$ cat src/rtl/cpu_pkg.sv
// Shared types for the MIPS-lite multi-cycle control unit: opcodes, FSM states,
// ALU and mux selects, and the instruction classes produced by ctrl_decode.
package cpu_pkg;

  typedef enum logic [5:0] {
    OP_ADD  = 6'd0,
    OP_ADDI = 6'd1,
    OP_SUB  = 6'd2,
    OP_SUBI = 6'd3,
    OP_MUL  = 6'd4,
    OP_MULI = 6'd5,
    OP_OR   = 6'd6,
    OP_ORI  = 6'd7,
    OP_AND  = 6'd8,
    OP_ANDI = 6'd9,
    OP_XOR  = 6'd10,
    OP_XORI = 6'd11,
    OP_LDW  = 6'd12,
    OP_STW  = 6'd13,
    OP_BZ   = 6'd14,
    OP_BEQ  = 6'd15,
    OP_JR   = 6'd16,
    OP_HALT = 6'd17
  } opcode_e;

  localparam logic [5:0] OP_LAST = 6'b010001;

  typedef enum logic [2:0] {
    FETCH  = 3'd0,
    DECODE = 3'd1,
    EXEC   = 3'd2,
    MEM    = 3'd3,
    WB     = 3'd4,
    HALT   = 3'd5
  } state_e;

  typedef enum logic [2:0] {
    ALU_ADD = 3'd0,
    ALU_SUB = 3'd1,
    ALU_MUL = 3'd2,
    ALU_OR  = 3'd3,
    ALU_AND = 3'd4,
    ALU_XOR = 3'd5
  } alu_op_e;

  typedef enum logic [1:0] {
    PC_INC = 2'd0,
    PC_BR  = 2'd1,
    PC_RS  = 2'd2
  } pc_src_e;

  typedef enum logic [1:0] {
    SRC_RT   = 2'd0,
    SRC_IMM  = 2'd1,
    SRC_ZERO = 2'd2
  } alu_src_e;

  typedef enum logic [2:0] {
    CLS_ALU    = 3'd0,
    CLS_LOAD   = 3'd1,
    CLS_STORE  = 3'd2,
    CLS_BRANCH = 3'd3,
    CLS_JR     = 3'd4,
    CLS_HALT   = 3'd5
  } op_class_e;

  function automatic logic op_is_legal(input logic [5:0] op);
    return op <= OP_LAST;
  endfunction

endpackage

$ cat src/rtl/cpu_ctrl_decode.sv
// Combinational opcode decode: instruction class, ALU operation, ALU B select,
// destination register select and legality.
module ctrl_decode
  import cpu_pkg::*;
(
  input  logic [5:0] op,
  output op_class_e  op_class,
  output alu_op_e    alu_op,
  output alu_src_e   alu_src,
  output logic       reg_dst_rt,
  output logic       legal
);

  always_comb begin
    op_class   = CLS_HALT;
    alu_op     = ALU_ADD;
    alu_src    = SRC_RT;
    reg_dst_rt = op[0];
    legal      = op_is_legal(op);

    // ADD..XORI come in reg/imm pairs: bit 0 picks the immediate form
    if (op <= OP_XORI) begin
      op_class = CLS_ALU;
      alu_src  = op[0] ? SRC_IMM : SRC_RT;
      case (op[3:1])
        3'd0:    alu_op = ALU_ADD;
        3'd1:    alu_op = ALU_SUB;
        3'd2:    alu_op = ALU_MUL;
        3'd3:    alu_op = ALU_OR;
        3'd4:    alu_op = ALU_AND;
        3'd5:    alu_op = ALU_XOR;
        default: alu_op = ALU_ADD;
      endcase
    end else begin
      case (op)
        OP_LDW: begin
          op_class   = CLS_LOAD;
          alu_src    = SRC_IMM;
          reg_dst_rt = 1'b1;
        end
        OP_STW: begin
          op_class = CLS_STORE;
          alu_src  = SRC_IMM;
        end
        OP_BZ: begin
          op_class = CLS_BRANCH;
          alu_op   = ALU_SUB;
          alu_src  = SRC_ZERO;
        end
        OP_BEQ: begin
          op_class = CLS_BRANCH;
          alu_op   = ALU_SUB;
          alu_src  = SRC_RT;
        end
        OP_JR:   op_class = CLS_JR;
        default: op_class = CLS_HALT;
      endcase
    end
  end

endmodule

$ cat src/rtl/cpu_ctrl.sv
// Multi-cycle control FSM for the MIPS-lite core: sequences fetch through
// writeback, handshakes with both memories and counts retired instructions.
//
// state  | meaning
// FETCH  | imem_req high until imem_ack; latch opcode, bump PC
// DECODE | regfile read, pick EXEC or HALT
// EXEC   | drive ALU; resolve branch / JR
// MEM    | dmem_req high until dmem_ack
// WB     | regfile write
// HALT   | stopped until reset
module cpu_ctrl
  import cpu_pkg::*;
#(
  parameter int CNT_W = 32
) (
  input  logic             clk,
  input  logic             reset,
  input  logic [5:0]       instr_op,
  input  logic             imem_ack,
  input  logic             dmem_ack,
  input  logic             alu_zero,
  output logic             imem_req,
  output logic             ir_we,
  output logic             pc_we,
  output logic [1:0]       pc_src,
  output logic [2:0]       alu_op,
  output logic [1:0]       alu_src,
  output logic             reg_we,
  output logic             reg_dst_rt,
  output logic             wb_sel_mem,
  output logic             dmem_req,
  output logic             dmem_we,
  output logic             halted,
  output logic             illegal,
  output logic [CNT_W-1:0] retired
);

  state_e           state, state_nxt;
  logic [5:0]       op_q;
  logic [CNT_W-1:0] retired_q;
  logic             retire;

  op_class_e dec_class;
  alu_op_e   dec_alu_op;
  alu_src_e  dec_alu_src;
  logic      dec_reg_dst_rt;
  logic      dec_legal;

  ctrl_decode u_decode (
    .op         (op_q),
    .op_class   (dec_class),
    .alu_op     (dec_alu_op),
    .alu_src    (dec_alu_src),
    .reg_dst_rt (dec_reg_dst_rt),
    .legal      (dec_legal)
  );

  always_ff @(posedge clk) begin
    if (reset) begin
      state     <= FETCH;
      op_q      <= '0;
      retired_q <= '0;
    end else begin
      state <= state_nxt;
      if (state == FETCH && imem_ack) op_q <= instr_op;
      if (retire) retired_q <= retired_q + CNT_W'(1);
    end
  end

  always_comb begin
    state_nxt  = state;
    retire     = 1'b0;
    imem_req   = 1'b0;
    ir_we      = 1'b0;
    pc_we      = 1'b0;
    pc_src     = PC_INC;
    alu_op     = ALU_ADD;
    alu_src    = SRC_RT;
    reg_we     = 1'b0;
    reg_dst_rt = 1'b0;
    wb_sel_mem = 1'b0;
    dmem_req   = 1'b0;
    dmem_we    = 1'b0;

    case (state)
      FETCH: begin
        imem_req = 1'b1;
        if (imem_ack) begin
          ir_we     = 1'b1;
          pc_we     = 1'b1;
          pc_src    = PC_INC;
          state_nxt = DECODE;
        end
      end
      DECODE: begin
        // only a genuine HALT opcode counts as retired; undefined ones do not
        if (dec_class == CLS_HALT) begin
          state_nxt = HALT;
          retire    = (op_q == OP_HALT);
        end else begin
          state_nxt = EXEC;
        end
      end
      EXEC: begin
        alu_op  = dec_alu_op;
        alu_src = dec_alu_src;
        case (dec_class)
          CLS_ALU:              state_nxt = WB;
          CLS_LOAD, CLS_STORE:  state_nxt = MEM;
          CLS_BRANCH: begin
            if (alu_zero) begin
              pc_we  = 1'b1;
              pc_src = PC_BR;
            end
            state_nxt = FETCH;
            retire    = 1'b1;
          end
          CLS_JR: begin
            pc_we     = 1'b1;
            pc_src    = PC_RS;
            state_nxt = FETCH;
            retire    = 1'b1;
          end
          default:              state_nxt = HALT;
        endcase
      end
      MEM: begin
        dmem_req = 1'b1;
        dmem_we  = (dec_class == CLS_STORE);
        if (dmem_ack) begin
          if (dec_class == CLS_STORE) begin
            state_nxt = FETCH;
            retire    = 1'b1;
          end else begin
            state_nxt = WB;
          end
        end
      end
      WB: begin
        reg_we     = 1'b1;
        reg_dst_rt = dec_reg_dst_rt;
        wb_sel_mem = (dec_class == CLS_LOAD);
        state_nxt  = FETCH;
        retire     = 1'b1;
      end
      HALT:    state_nxt = HALT;
      default: state_nxt = FETCH;
    endcase

    // strobes are suppressed for the whole reset cycle so nothing gets written
    if (reset) begin
      retire   = 1'b0;
      imem_req = 1'b0;
      ir_we    = 1'b0;
      pc_we    = 1'b0;
      reg_we   = 1'b0;
      dmem_req = 1'b0;
      dmem_we  = 1'b0;
    end
  end

  assign halted  = (state == HALT);
  assign illegal = halted && !dec_legal;
  assign retired = retired_q;

endmodule
$ cat config.mk
export PLATFORM = sky130hd
export DESIGN_NAME = cpu_ctrl
export DESIGN_NICKNAME = d
export VERILOG_FILES = /design/src/rtl/cpu_pkg.sv /design/src/rtl/cpu_ctrl_decode.sv /design/src/rtl/cpu_ctrl.sv
export SDC_FILE = /design/constraint.sdc
export NUM_CORES = 1
export LEC_CHECK = 0
export CORE_AREA = 2 2 77 79
export CTS_BUF_LIST = sky130_fd_sc_hd__clkbuf_4 sky130_fd_sc_hd__clkbuf_8
export CTS_CLUSTER_SIZE = 14
export DETAILED_ROUTE_END_ITERATION = 7
export DIE_AREA = 0 0 79 81
export HOLD_SLACK_MARGIN = 0.02
export PLACE_DENSITY = 0.72
export SLEW_MARGIN = 10
export SYNTH_ARGS = -nofsm -noshare
export SYNTH_HDL_FRONTEND = slang
export SYNTH_HIERARCHICAL = 1
export SYNTH_SLANG_ARGS = --single-unit
$ cat constraint.sdc
create_clock -name clk -period 5.8 [get_ports clk]
set_input_delay 0.87 -clock clk [delete_from_list [all_inputs] [get_ports clk]]
set_output_delay 0.87 -clock clk [all_outputs]
set_load 0.05 [all_outputs]
; ---- Word-level counts from Yosys, hierarchy flattened
; Cells that the tools add are included.
[totals]
regBits = 41
input_bits = 11
out_inout_bits = 49
elab_cells = 83
[op_classes]
n_addsub = 1
magnitude_cmp = 2
eq_ne = 23
n_mux = 44
n_reduce_logical = 10
[ops]
columns = cell, n
row1 = $add A32 B1 Y32 const B, 1
row2 = $pmux W3 S5, 2
row3 = $mux W1, 25
row4 = $eq A6 B4 Y1 const B, 4
row5 = $mux W3, 7
row6 = $eq A3 B2 Y1 const B, 6
row7 = $eq A3 B3 Y1 const B, 6
row8 = $eq A6 B5 Y1 const B, 2
row9 = $pmux W3 S4, 1
row10 = $eq A3 B1 Y1 const B, 3
row11 = $pmux W3 S3, 1
row12 = $pmux W2 S2, 2
row13 = $reduce_or A2 Y1, 4
row14 = $le A6 B4 Y1 const B, 1
row15 = $le A6 B5 Y1 const B, 1
row16 = $logic_not A3 Y1, 2
row17 = $mux W2, 3
row18 = $ne A2 B2 Y1 const B, 2
row19 = $pmux W1 S2, 2
row20 = $pmux W1 S4, 1
row21 = $logic_and A1 B1 Y1, 2
row22 = $reduce_and A2 Y1, 1
row23 = $logic_not A1 Y1, 1

; ---- Longest topological paths before layout
; Gate-level depths: netlist (run 1).
[depth]
depth_word = 9
ltp_mapped = 12
ltp_nobuf = 8

; ---- By module
; Netlist (run 1), hierarchy kept.
[by_module_without_submodules]
columns = mod, instances, cells_per_inst, area_each_um2, seq_area_each_um2
row1 = cpu_ctrl, 1, 286, 2306.0, 820.8
row2 = ctrl_decode, 1, 20, 121.4, 0.0

; ---- Worst setup path before layout (run 1)
; OpenSTA, ideal clock, no wires.
[synth_path]
path_type = input-to-output
from = input port reset
to = output port dmem_we
t_arrival_ns = 2.792
t_required_ns = 4.930
slack_ns = 2.138
cell_stages = 3
n_path_buf = 2
cell_sequence = clkbuf_1 -> clkbuf_1 -> nor4_1
[synth_between]
elab_chain_cells = 1
[synth_rtl]
columns = item, line
row1 = start: declaration, cpu_ctrl.sv:17  ; input logic reset,
row2 = $mux W1, cpu_ctrl.sv:151  ; if (reset) begin
row3 = end: declaration, cpu_ctrl.sv:32  ; output logic dmem_we,
; Every way passes these cells.

; ---- Worst setup path after layout (run 1)
[layout_path]
from = register op_q[4]
to = output port pc_we
[layout_between]
elab_chain_cells = 8
word_cells_on_any_way = 14
classes_between = order compare (1) / eq/ne (7) / mux (5) / reduce/logical (1)
[layout_rtl]
columns = item, line
row1 = start: declaration, cpu_ctrl.sv:39  ; logic [5:0] op_q;
row2 = start signal: assignment, cpu_ctrl.sv:65  ; if (state == FETCH && imem_ack) op_q <= instr_op;
row3 = $eq A6 B4 Y1, cpu_ctrl_decode.sv:35  ; case (op)
row4 = $reduce_or A2 Y1 (no line), -
row5 = $pmux W3 S4, cpu_ctrl_decode.sv:35
row6 = $mux W3 (*), cpu_ctrl_decode.sv:22  ; if (op <= OP_XORI) begin
row7 = via dec_class[2], cpu_ctrl.sv:43  ; op_class_e dec_class;
row8 = $eq A3 B3 Y1 / $eq A3 B2 Y1 (equally long branches), cpu_ctrl.sv:107  ; case (dec_class)
row9 = $pmux W1 S2 (*), cpu_ctrl.sv:107
row10 = $pmux W1 S2 (*), cpu_ctrl.sv:85  ; case (state)
row11 = $mux W1 (*), cpu_ctrl.sv:151
row12 = end: declaration, cpu_ctrl.sv:24  ; output logic pc_we,
; Mark *: on every way through the listed nets, which the timed path passes. The rest lies on a longest branch.

==> impl_metrics.env, run 1 <==
export IMPL_fp_row_count=28
export IMPL_synth_edf_count=0
export IMPL_min_path_type="register to register"
export IMPL_final_cells=428
export IMPL_cp_slowest_cell="clkdlybuf4s50_1"
export IMPL_holdBufCountCts=0
export IMPL_vias=2441
export IMPL_fin_setup_tns_ns=0
export IMPL_synth_compound_area_frac=0.207
export IMPL_wl_per_cell_microns=13.5
export IMPL_hold_viol=0
export IMPL_worst_path_max_fanout=16
export IMPL_ys_ff_latch=41
export IMPL_fin_crit_ns=4.12
export IMPL_synth_simple_area_share=0.340
export IMPL_antennaDiodeCount=0
export IMPL_slew_headroom=0.329
export IMPL_slew_viol_final=0
export IMPL_setup_slack_ns=1.68
export IMPL_yosys_area_top_type="dfxtp_1"
export IMPL_cts_resized_gates=0
export IMPL_area_growth_pct=29.1
export IMPL_cts_root_buf="clkbuf_8"
export IMPL_fmax_mhz=243
export IMPL_gp_congestion=0.803
export IMPL_power_uw=891
export IMPL_clk_pin_slew_worst_paths_ns=0.08
export IMPL_finalCoreUtilization=0.552
export IMPL_grt_pass1_wl_mm=9.84
export IMPL_drc=0
export IMPL_rsz0062_at_grt="no"
export IMPL_dp_cells=420
export IMPL_initial_core_util=0.428
export IMPL_yosys_warnings=6
export IMPL_clock_latency_ns=0.29
export IMPL_die_w_microns=79
export IMPL_vias_per_cell=5.70
export IMPL_async_flop_share=0
export IMPL_tritoncts="built"
export IMPL_port_buffers=59
export IMPL_tightestPinTransition_ns=1.00
export IMPL_worst_clock_skew_ns=0.0109
export IMPL_period_share=0.710
export IMPL_drt_wl_total_mm=5.78
export IMPL_grt_pass1_vias=2129
export IMPL_antenna_left=0
export IMPL_synth_adder_area_share=0.00515
export IMPL_place_ws_ns=1.80
export IMPL_setup_worst_path_class="register to output port"
export IMPL_cap_viol_max_count=0
export IMPL_cts_buffers_inserted=5
export IMPL_grt_max_degree=63
export IMPL_dieArea_sq_um=6400
export IMPL_vdd_ir_drop_max_mv=0.196
export IMPL_drive_above_1_share=0.0510
export IMPL_numClockSinks=41
export IMPL_cts_buffer_depth=2
export IMPL_overflow=0
export IMPL_synth_top_area_share=0.338
export IMPL_ff_latch_area_sq_um=821
export IMPL_outcome="finished clean"
export IMPL_post_cts_buffers=0
export IMPL_synth_area_top_cells="dfxtp_1 34%, a21oi_1 6.8%, or4_1 6.5%, o31ai_1 5.9%, nor2_1 3.6%"
export IMPL_arrival_ns=3.25
export IMPL_ys_seq_area_frac=0.338
export IMPL_synth_top_family_by_area="simple AND/OR/NAND/NOR gates"
export IMPL_slowest_delay_ns=0.80
export IMPL_antenna_found_initial=0
export IMPL_synthesis_area_per_instance_sq_um=7.93
export IMPL_fillerInstances=571
export IMPL_power_leakage_nw=1.03
export IMPL_fin_nets=364
export IMPL_crit_path_cell_trace="nor2_1 > inv_1 > nor3_1 > and3b_1 > and3_1 > o21a_1 > clkdlybuf4s50_1"
export IMPL_firstDrtPassIters=4
export IMPL_gr_usage_all_layers=0.190
export IMPL_htreeDepth=2
export IMPL_synthFlopType="dfxtp_1"
export IMPL_syn_area_sq_um=2430
export IMPL_die_h_microns=81
export IMPL_first_iter_violations=158
export IMPL_synth_xor_area_frac=0.0144
export IMPL_power_density_nw_per_um2=284
export IMPL_crit_family="simple AND/OR/NAND/NOR gates"
export IMPL_setup_viol=0
export IMPL_core_area_sq_um=5680
export IMPL_synthDistinctLibCells=48
export IMPL_muxShareOfSynthArea=0.0289
export IMPL_endpoint_kind="output port"
export IMPL_syn_nets=318
export IMPL_crit_buf_inv=2
export IMPL_netlist_instances=306
export IMPL_startpoint_type="register"
export IMPL_required_ns=4.93
export IMPL_pin_count=60
export IMPL_dp_hpwl_mm=3.92
export IMPL_multi_input_area_sq_um=1440
power breakdown:
part           switching (mW)  total [mW]  internal [mW]
Combinational           0.182       0.299          0.117
Sequential             0.0483       0.349          0.300
Clock                  0.0985       0.244          0.145
Total                   0.329       0.891          0.562
cell type report:
| cell class | instances | share of cell area |
|---|---|---|
| clock buffers | 7 | 0.0288 |
| clock inverters | 1 | 0.00958 |
| inverters | 11 | 0.0132 |
| multi-input cells | 231 | 0.461 |
| flip-flops and latches | 41 | 0.262 |
| well taps | 75 | 0.0300 |
| repair buffers | 62 | 0.196 |
worst reg2reg max path: stages, from the launching register on:
cell,delay [ns]
dfxtp_1,0.36
nor2_1,0.19
inv_1,0.24
nor3_1,0.76
nand2b_1,0.22
or4_1,0.46
and4_1,0.21
buf_4,0.29
or4_1,0.56
a21oi_1,0.17
logic make-up (layout without fill, tap and decap cells):
logic type / count (synthesis) / after routing
AND/OR/NAND/NOR: 139 / 139
AO/OA/AOI/OAI: 80 / 80
flip-flops: 41 / 41
XOR/XNOR: 4 / 4
buffers and inverters: 34 / 81
multiplexers: 7 / 7
adder cells (fa/ha/maj): 1 / 1
flip-flops by register name (all words and copies together), names as in the netlist:
register and count:
state 3, op_q 6, retired 32
cells in the final DEF (no fill, tap or decap), types with 2 or more instances in the layout:
cell type	synthesis	routed
buf_4	0	3
xnor2_1	2	2
or2_2	2	2
nor2_1	23	23
nand2_1	20	20
o21ai_0	10	10
and2_1	5	5
or4_1	21	21
nand2b_1	3	3
and3_1	4	4
dfxtp_1	41	41
nor2b_1	3	3
nand3b_1	2	2
inv_1	11	11
and4_1	2	2
mux2i_1	7	7
a21oi_1	33	33
o31a_1	2	2
a21boi_0	2	2
nor4_1	7	7
o31ai_1	19	19
o21a_1	3	3
clkdlybuf4s50_1	0	59
nor4b_1	3	3
nand3_1	8	8
clkbuf_8	0	6
nor3_1	4	4
or3_1	10	10
nor3b_1	4	4
nand4_1	13	13
xor2_1	2	2
per-layer routing:
layer,part of all wire,GRT usage,vias to the layer above,wire length [microns]
met3,0.038,0.0411,4,221
met2,0.47,0.317,51,2720
met5,0,0,-,0
met1,0.48,0.247,1135,2790
met4,0.0088,0.0569,0,51
li1,-,-,1251,-
stage by stage:
stage	hold slack [ns]	instance area, sq um
2_1_floorplan	0.534	2430
3_3_place_gp	0.473	3010
3_5_place_dp	0.480	3010
4_1_cts	0.492	3130
5_1_grt	0.523	3130
6_report	0.488	3130
worst paths after layout:
kind,to,cells after the start,slack (ns),start
worst max-delay path,pc_we,7,1.68,op_q[4]
worst min-delay path,retired[31],2,0.49,retired[31]
worst max register to register,retired[30],9,2.27,op_q[4]
worst min register to register,retired[31],2,0.49,retired[31]
cell usage after synthesis (2+ instances only):
| library cell | number |
|---|---|
| o21a_1 | 3 |
| xor2_1 | 2 |
| o31ai_1 | 19 |
| nand3_1 | 8 |
| nand2_1 | 20 |
| nor3_1 | 4 |
| or3_1 | 10 |
| nor4_1 | 7 |
| mux2i_1 | 7 |
| clkbuf_1 | 15 |
| inv_1 | 11 |
| nor2_1 | 23 |
| and2_1 | 5 |
| xnor2_1 | 2 |
| nand3b_1 | 2 |
| and3_1 | 4 |
| dfxtp_1 | 41 |
| buf_2 | 4 |
| and4_1 | 2 |
| nand2b_1 | 3 |
| nand4_1 | 13 |
| a21oi_1 | 33 |
| nor3b_1 | 4 |
| o31a_1 | 2 |
| or2_2 | 2 |
| nor2b_1 | 3 |
| o21ai_0 | 10 |
| or4_1 | 21 |
| buf_6 | 4 |
| nor4b_1 | 3 |
| a21boi_0 | 2 |
No activity file was read; power rests on OpenSTA's default activity.
==> inputs of run 2 (changes only) <==
--- a/config.mk
+++ b/config.mk
@@ -11,7 +11,7 @@
 export DETAILED_ROUTE_END_ITERATION = 7
 export DIE_AREA = 0 0 79 81
 export HOLD_SLACK_MARGIN = 0.02
-export PLACE_DENSITY = 0.72
+export PLACE_DENSITY = 0.75
 export SLEW_MARGIN = 10
 export SYNTH_ARGS = -nofsm -noshare
 export SYNTH_HDL_FRONTEND = slang
==> constraint.sdc (replaced) <==
create_clock -name clk -period 3.3 [get_ports clk]
set_input_delay 0.495 -clock clk [delete_from_list [all_inputs] [get_ports clk]]
set_output_delay 0.495 -clock clk [all_outputs]
set_load 0.05 [all_outputs]
==> impl_metrics.env, run 2 (synthesized netlist as in run 1, its figures left out) <==
export IMPL_die_w_microns=79
export IMPL_fmax_mhz=327
export IMPL_layout_common_cells="51 x clkdlybuf4s50_1, 41 x dfxtp_1, 33 x a21oi_1"
export IMPL_p_sw_frac=0.380
export IMPL_antenna_left=0
export IMPL_firstDrtPassIters=4
export IMPL_numClockSinks=41
export IMPL_fillerInstances=518
export IMPL_grt_pass1_wl_mm=10.0
export IMPL_grt_pass1_vias=2305
export IMPL_layout_commonest_cell="clkdlybuf4s50_1"
export IMPL_cts_buffer_depth=2
export IMPL_grt_max_degree=63
export IMPL_crit_path_cell_trace="nor4b_1 > a221oi_1 > buf_4 > nor3b_1 > nand2_1 > inv_1 > clkdlybuf4s50_1"
export IMPL_antennaDiodeCount=0
export IMPL_slew_headroom=0.526
export IMPL_placed_area_sq_um=3080
export IMPL_cap_viol_max_count=0
export IMPL_slew_viol_final=0
export IMPL_clock_latency_ns=0.29
export IMPL_port_buffers=59
export IMPL_fin_crit_ns=3.06
export IMPL_drive_above_1_share=0.0812
export IMPL_p_comb_frac=0.372
export IMPL_hold_slack_ns=0.484
export IMPL_vdd_ir_drop_max_mv=0.454
export IMPL_post_cts_buffers=0
export IMPL_dieArea_sq_um=6400
export IMPL_startpoint_type="register"
export IMPL_p_clk_frac=0.225
export IMPL_power_mw=1.51
export IMPL_die_h_microns=81
export IMPL_htreeDepth=2
export IMPL_r2r_slack_ns=0.40
export IMPL_cts_root_buf="clkbuf_8"
export IMPL_endpoint_kind="output port"
export IMPL_wl_per_cell_microns=13.6
export IMPL_vias_per_cell=5.83
export IMPL_place_ws_ns=0.460
export IMPL_hold_start="retired[31]"
export IMPL_timing_rr_end="retired[25]"
export IMPL_period_share=0.926
export IMPL_dp_cells=424
export IMPL_gr_usage_all_layers=0.190
export IMPL_setup_viol=0
export IMPL_seqPwrFrac=0.404
export IMPL_fp_row_count=28
export IMPL_slowest_delay_ns=0.79
export IMPL_finalCoreUtilization=0.558
export IMPL_antenna_found_initial=0
export IMPL_hold_viol=0
export IMPL_clk_pin_slew_worst_paths_ns=0.07
export IMPL_vias=2518
export IMPL_power_leakage_nw=1.08
export IMPL_setup_worst_path_class="register to output port"
export IMPL_cts_buffers_inserted=5
export IMPL_setup_slack_ns=0.244
export IMPL_min_path_type="register to register"
export IMPL_area_growth_pct=30.6
export IMPL_dp_hpwl_mm=4.10
export IMPL_tightestPinTransition_ns=0.709
export IMPL_fin_nets=368
export IMPL_worst_clock_skew_ns=0.00375
export IMPL_power_density_nw_per_um2=478
export IMPL_initial_core_util=0.428
export IMPL_required_ns=2.80
export IMPL_worst_path_max_fanout=8
export IMPL_pin_count=60
export IMPL_hold_depth=2
export IMPL_reg2reg_depth=9
export IMPL_drc=0
export IMPL_cp_slowest_cell="clkdlybuf4s50_1"
export IMPL_p_sw_uw=576
export IMPL_outcome="finished clean"
export IMPL_drt_wl_total_mm=5.86
export IMPL_r2r_start="op_q[0]"
export IMPL_crit_family="buffers and inverters"
export IMPL_largest_reg_flops=32
export IMPL_rsz0062_at_grt="no"
export IMPL_tritoncts="built"
export IMPL_gp_congestion=0.804
export IMPL_final_cells=432
export IMPL_first_iter_violations=165
export IMPL_min_delay_worst_endpoint="retired[31]"
export IMPL_p_int_uw=939
export IMPL_overflow=0
export IMPL_arrival_ns=2.56
export IMPL_core_area_sq_um=5680
export IMPL_crit_buf_inv=3
export IMPL_fin_setup_tns_ns=0
export IMPL_stdcell_area_sq_um=3170
==> run 2: layer usage <==
| layer | up-vias | global-route usage | share of wire |
|---|---|---|---|
| met1 | 1180 | 0.227 | 0.45 |
| met4 | 0 | 0.0621 | 0.010 |
| met3 | 7 | 0.0422 | 0.054 |
| met2 | 73 | 0.341 | 0.48 |
| li1 | 1258 | - | - |
| met5 | - | 0 | 0 |
==> run 2: worst max path at each step <==
stage                  from  depth (start not counted)          end
floorplan           op_q[3]                          4   wb_sel_mem
global placement    op_q[2]                          8  retired[30]
detailed placement  op_q[0]                          9  retired[10]
CTS                 op_q[3]                          5   wb_sel_mem
global route        op_q[0]                          7    pc_src[1]
finish              op_q[0]                          7    pc_src[1]
==> run 2: tightest hold or removal path, cell delays in order (launching register included) <==
cell	delay [ns]
dfxtp_1	0.32
o31ai_1	0.06
a21oi_1	0.05
==> run 2: power groups by stage <==
stage	registers, mW	logic [mW]	clock network, mW
floorplan	0.594	0.456	0
detailed placement	0.622	0.562	0
global route	0.624	0.618	0.362
CTS	0.610	0.564	0.344
finish	0.612	0.563	0.340
global placement	0.621	0.557	0
==> run 2: timing repair <==
| item | CTS | global route |
|---|---|---|
| hold buffers | 0 | 0 |
| endpoints found under the setup margin | 0 | 1 |
| resized for setup | 0 | 1 |
==> run 2: layout make-up <==
class,instances,area (sq um),share of cell area
clock buffers,8,91.3,0.0288
multi-input cells,231,1440,0.456
repair buffers,66,678,0.214
flip-flops and latches,41,821,0.259
well taps,75,93.8,0.0296
inverters,11,41.3,0.0130
==> inputs of run 3 (changes only) <==
--- a/config.mk
+++ b/config.mk
@@ -6,7 +6,6 @@
 export NUM_CORES = 1
 export LEC_CHECK = 0
 export CORE_AREA = 2 2 77 79
-export CTS_BUF_LIST = sky130_fd_sc_hd__clkbuf_4 sky130_fd_sc_hd__clkbuf_8
 export CTS_CLUSTER_SIZE = 14
 export DETAILED_ROUTE_END_ITERATION = 7
 export DIE_AREA = 0 0 79 81
==> impl_metrics.env, run 3 (synthesized netlist as in run 1, its figures left out) <==
export IMPL_tightestPinTransition_ns=0.720
export IMPL_largest_reg_flops=32
export IMPL_p_clk_frac=0.212
export IMPL_startpoint_type="register"
export IMPL_numClockSinks=41
export IMPL_cts_buffers_inserted=5
export IMPL_pin_count=60
export IMPL_firstDrtPassIters=4
export IMPL_dp_cells=424
export IMPL_min_path_type="register to register"
export IMPL_core_area_sq_um=5680
export IMPL_r2r_slack_ns=0.41
export IMPL_antenna_found_initial=0
export IMPL_cts_root_buf="clkbuf_8"
export IMPL_setup_slack_ns=0.243
export IMPL_grt_pass1_vias=2303
export IMPL_place_ws_ns=0.460
export IMPL_hold_viol=0
export IMPL_vias_per_cell=5.83
export IMPL_p_int_uw=914
export IMPL_port_buffers=59
export IMPL_layout_commonest_cell="clkdlybuf4s50_1"
export IMPL_slew_viol_final=0
export IMPL_drive_above_1_share=0.0728
export IMPL_arrival_ns=2.56
export IMPL_gr_usage_all_layers=0.190
export IMPL_required_ns=2.80
export IMPL_p_comb_frac=0.377
export IMPL_power_density_nw_per_um2=472
export IMPL_tritoncts="built"
export IMPL_fin_crit_ns=3.06
export IMPL_finalCoreUtilization=0.556
export IMPL_die_h_microns=81
export IMPL_drc=0
export IMPL_grt_pass1_wl_mm=10.0
export IMPL_vias=2519
export IMPL_initial_core_util=0.428
export IMPL_p_sw_uw=578
export IMPL_layout_common_cells="51 x clkdlybuf4s50_1, 41 x dfxtp_1, 33 x a21oi_1"
export IMPL_cap_viol_max_count=0
export IMPL_endpoint_kind="output port"
export IMPL_setup_worst_path_class="register to output port"
export IMPL_antennaDiodeCount=0
export IMPL_dieArea_sq_um=6400
export IMPL_period_share=0.926
export IMPL_cts_buffer_depth=2
export IMPL_final_cells=432
export IMPL_fp_row_count=28
export IMPL_setup_viol=0
export IMPL_power_leakage_nw=1.07
export IMPL_vdd_ir_drop_max_mv=0.454
export IMPL_dp_hpwl_mm=4.10
export IMPL_die_w_microns=79
export IMPL_outcome="finished clean"
export IMPL_worst_path_max_fanout=8
export IMPL_grt_max_degree=63
export IMPL_clk_pin_slew_worst_paths_ns=0.07
export IMPL_fin_nets=368
export IMPL_rsz0062_at_grt="no"
export IMPL_clock_latency_ns=0.29
export IMPL_fin_setup_tns_ns=0
export IMPL_fmax_mhz=327
export IMPL_area_growth_pct=30.1
export IMPL_holdBufCountCts=0
export IMPL_p_sw_frac=0.387
export IMPL_htreeDepth=2
export IMPL_drt_wl_total_mm=5.88
export IMPL_seqPwrFrac=0.410
export IMPL_slew_headroom=0.519
export IMPL_first_iter_violations=160
export IMPL_worst_clock_skew_ns=0.00409
export IMPL_wl_per_cell_microns=13.6
export IMPL_overflow=0
export IMPL_antenna_left=0
export IMPL_gp_congestion=0.804
==> run 3: cell counts in the layout (fill, tap and decap cells not counted) <==
No cell type changed its count.
==> run 3: area by class of cell <==
type                       count  area [sq um]
timing repair buffer          66           678
fill                         521          2520
inverter                      11          41.3
sequential                    41           821
multi-input combinational    231          1440
clock buffer                   8          80.1
tap                           75          93.8
==> run 3: stage by stage <==
| stage | power [mW] | cell area [sq um] | hold WS (ns) |
|---|---|---|---|
| 2_1_floorplan | 1.05 | 2430 | 0.534 |
| 3_3_place_gp | 1.18 | 3080 | 0.467 |
| 3_5_place_dp | 1.18 | 3080 | 0.473 |
| 4_1_cts | 1.49 | 3160 | 0.484 |
| 5_1_grt | 1.58 | 3160 | 0.526 |
| 6_report | 1.49 | 3160 | 0.484 |
==> run 3: path summary, 6_finish.rpt <==
| check | start | endpoint | depth (start not counted) |
|---|---|---|---|
| setup / recovery | op_q[0] | pc_src[1] | 7 |
| hold / removal | retired[31] | retired[31] | 2 |
| setup reg to reg | op_q[0] | retired[31] | 9 |
| hold reg to reg | retired[31] | retired[31] | 2 |
==> run 3: routing by layer <==
layer,vias up,share of wire,global-route usage,wire (microns)
li1,1259,-,-,-
met3,7,0.047,0.0422,275
met4,0,0.011,0.0621,63
met2,60,0.48,0.340,2830
met1,1193,0.46,0.227,2710
met5,-,0,0,0
==> run 3: power by group through the flow <==
stage	clock network [mW]	logic, mW	registers (mW)
2_1_floorplan	0	0.456	0.594
3_3_place_gp	0	0.557	0.621
4_1_cts	0.319	0.564	0.610
6_report	0.317	0.563	0.612
3_5_place_dp	0	0.562	0.622
5_1_grt	0.338	0.618	0.624
==> run 3: timing repair <==
item	4_1_cts	5_1_grt
gates resized for setup	0	1
endpoints found under the setup margin	0	1
setup buffers	0	0
==> run 3: critical path, stage by stage, from the launching register on <==
cell             delay (ns)
dfxtp_1                0.45
nor4b_1                0.27
a221oi_1               0.11
buf_4                  0.18
nor3b_1                0.28
nand2_1                0.11
inv_1                  0.07
clkdlybuf4s50_1        0.79
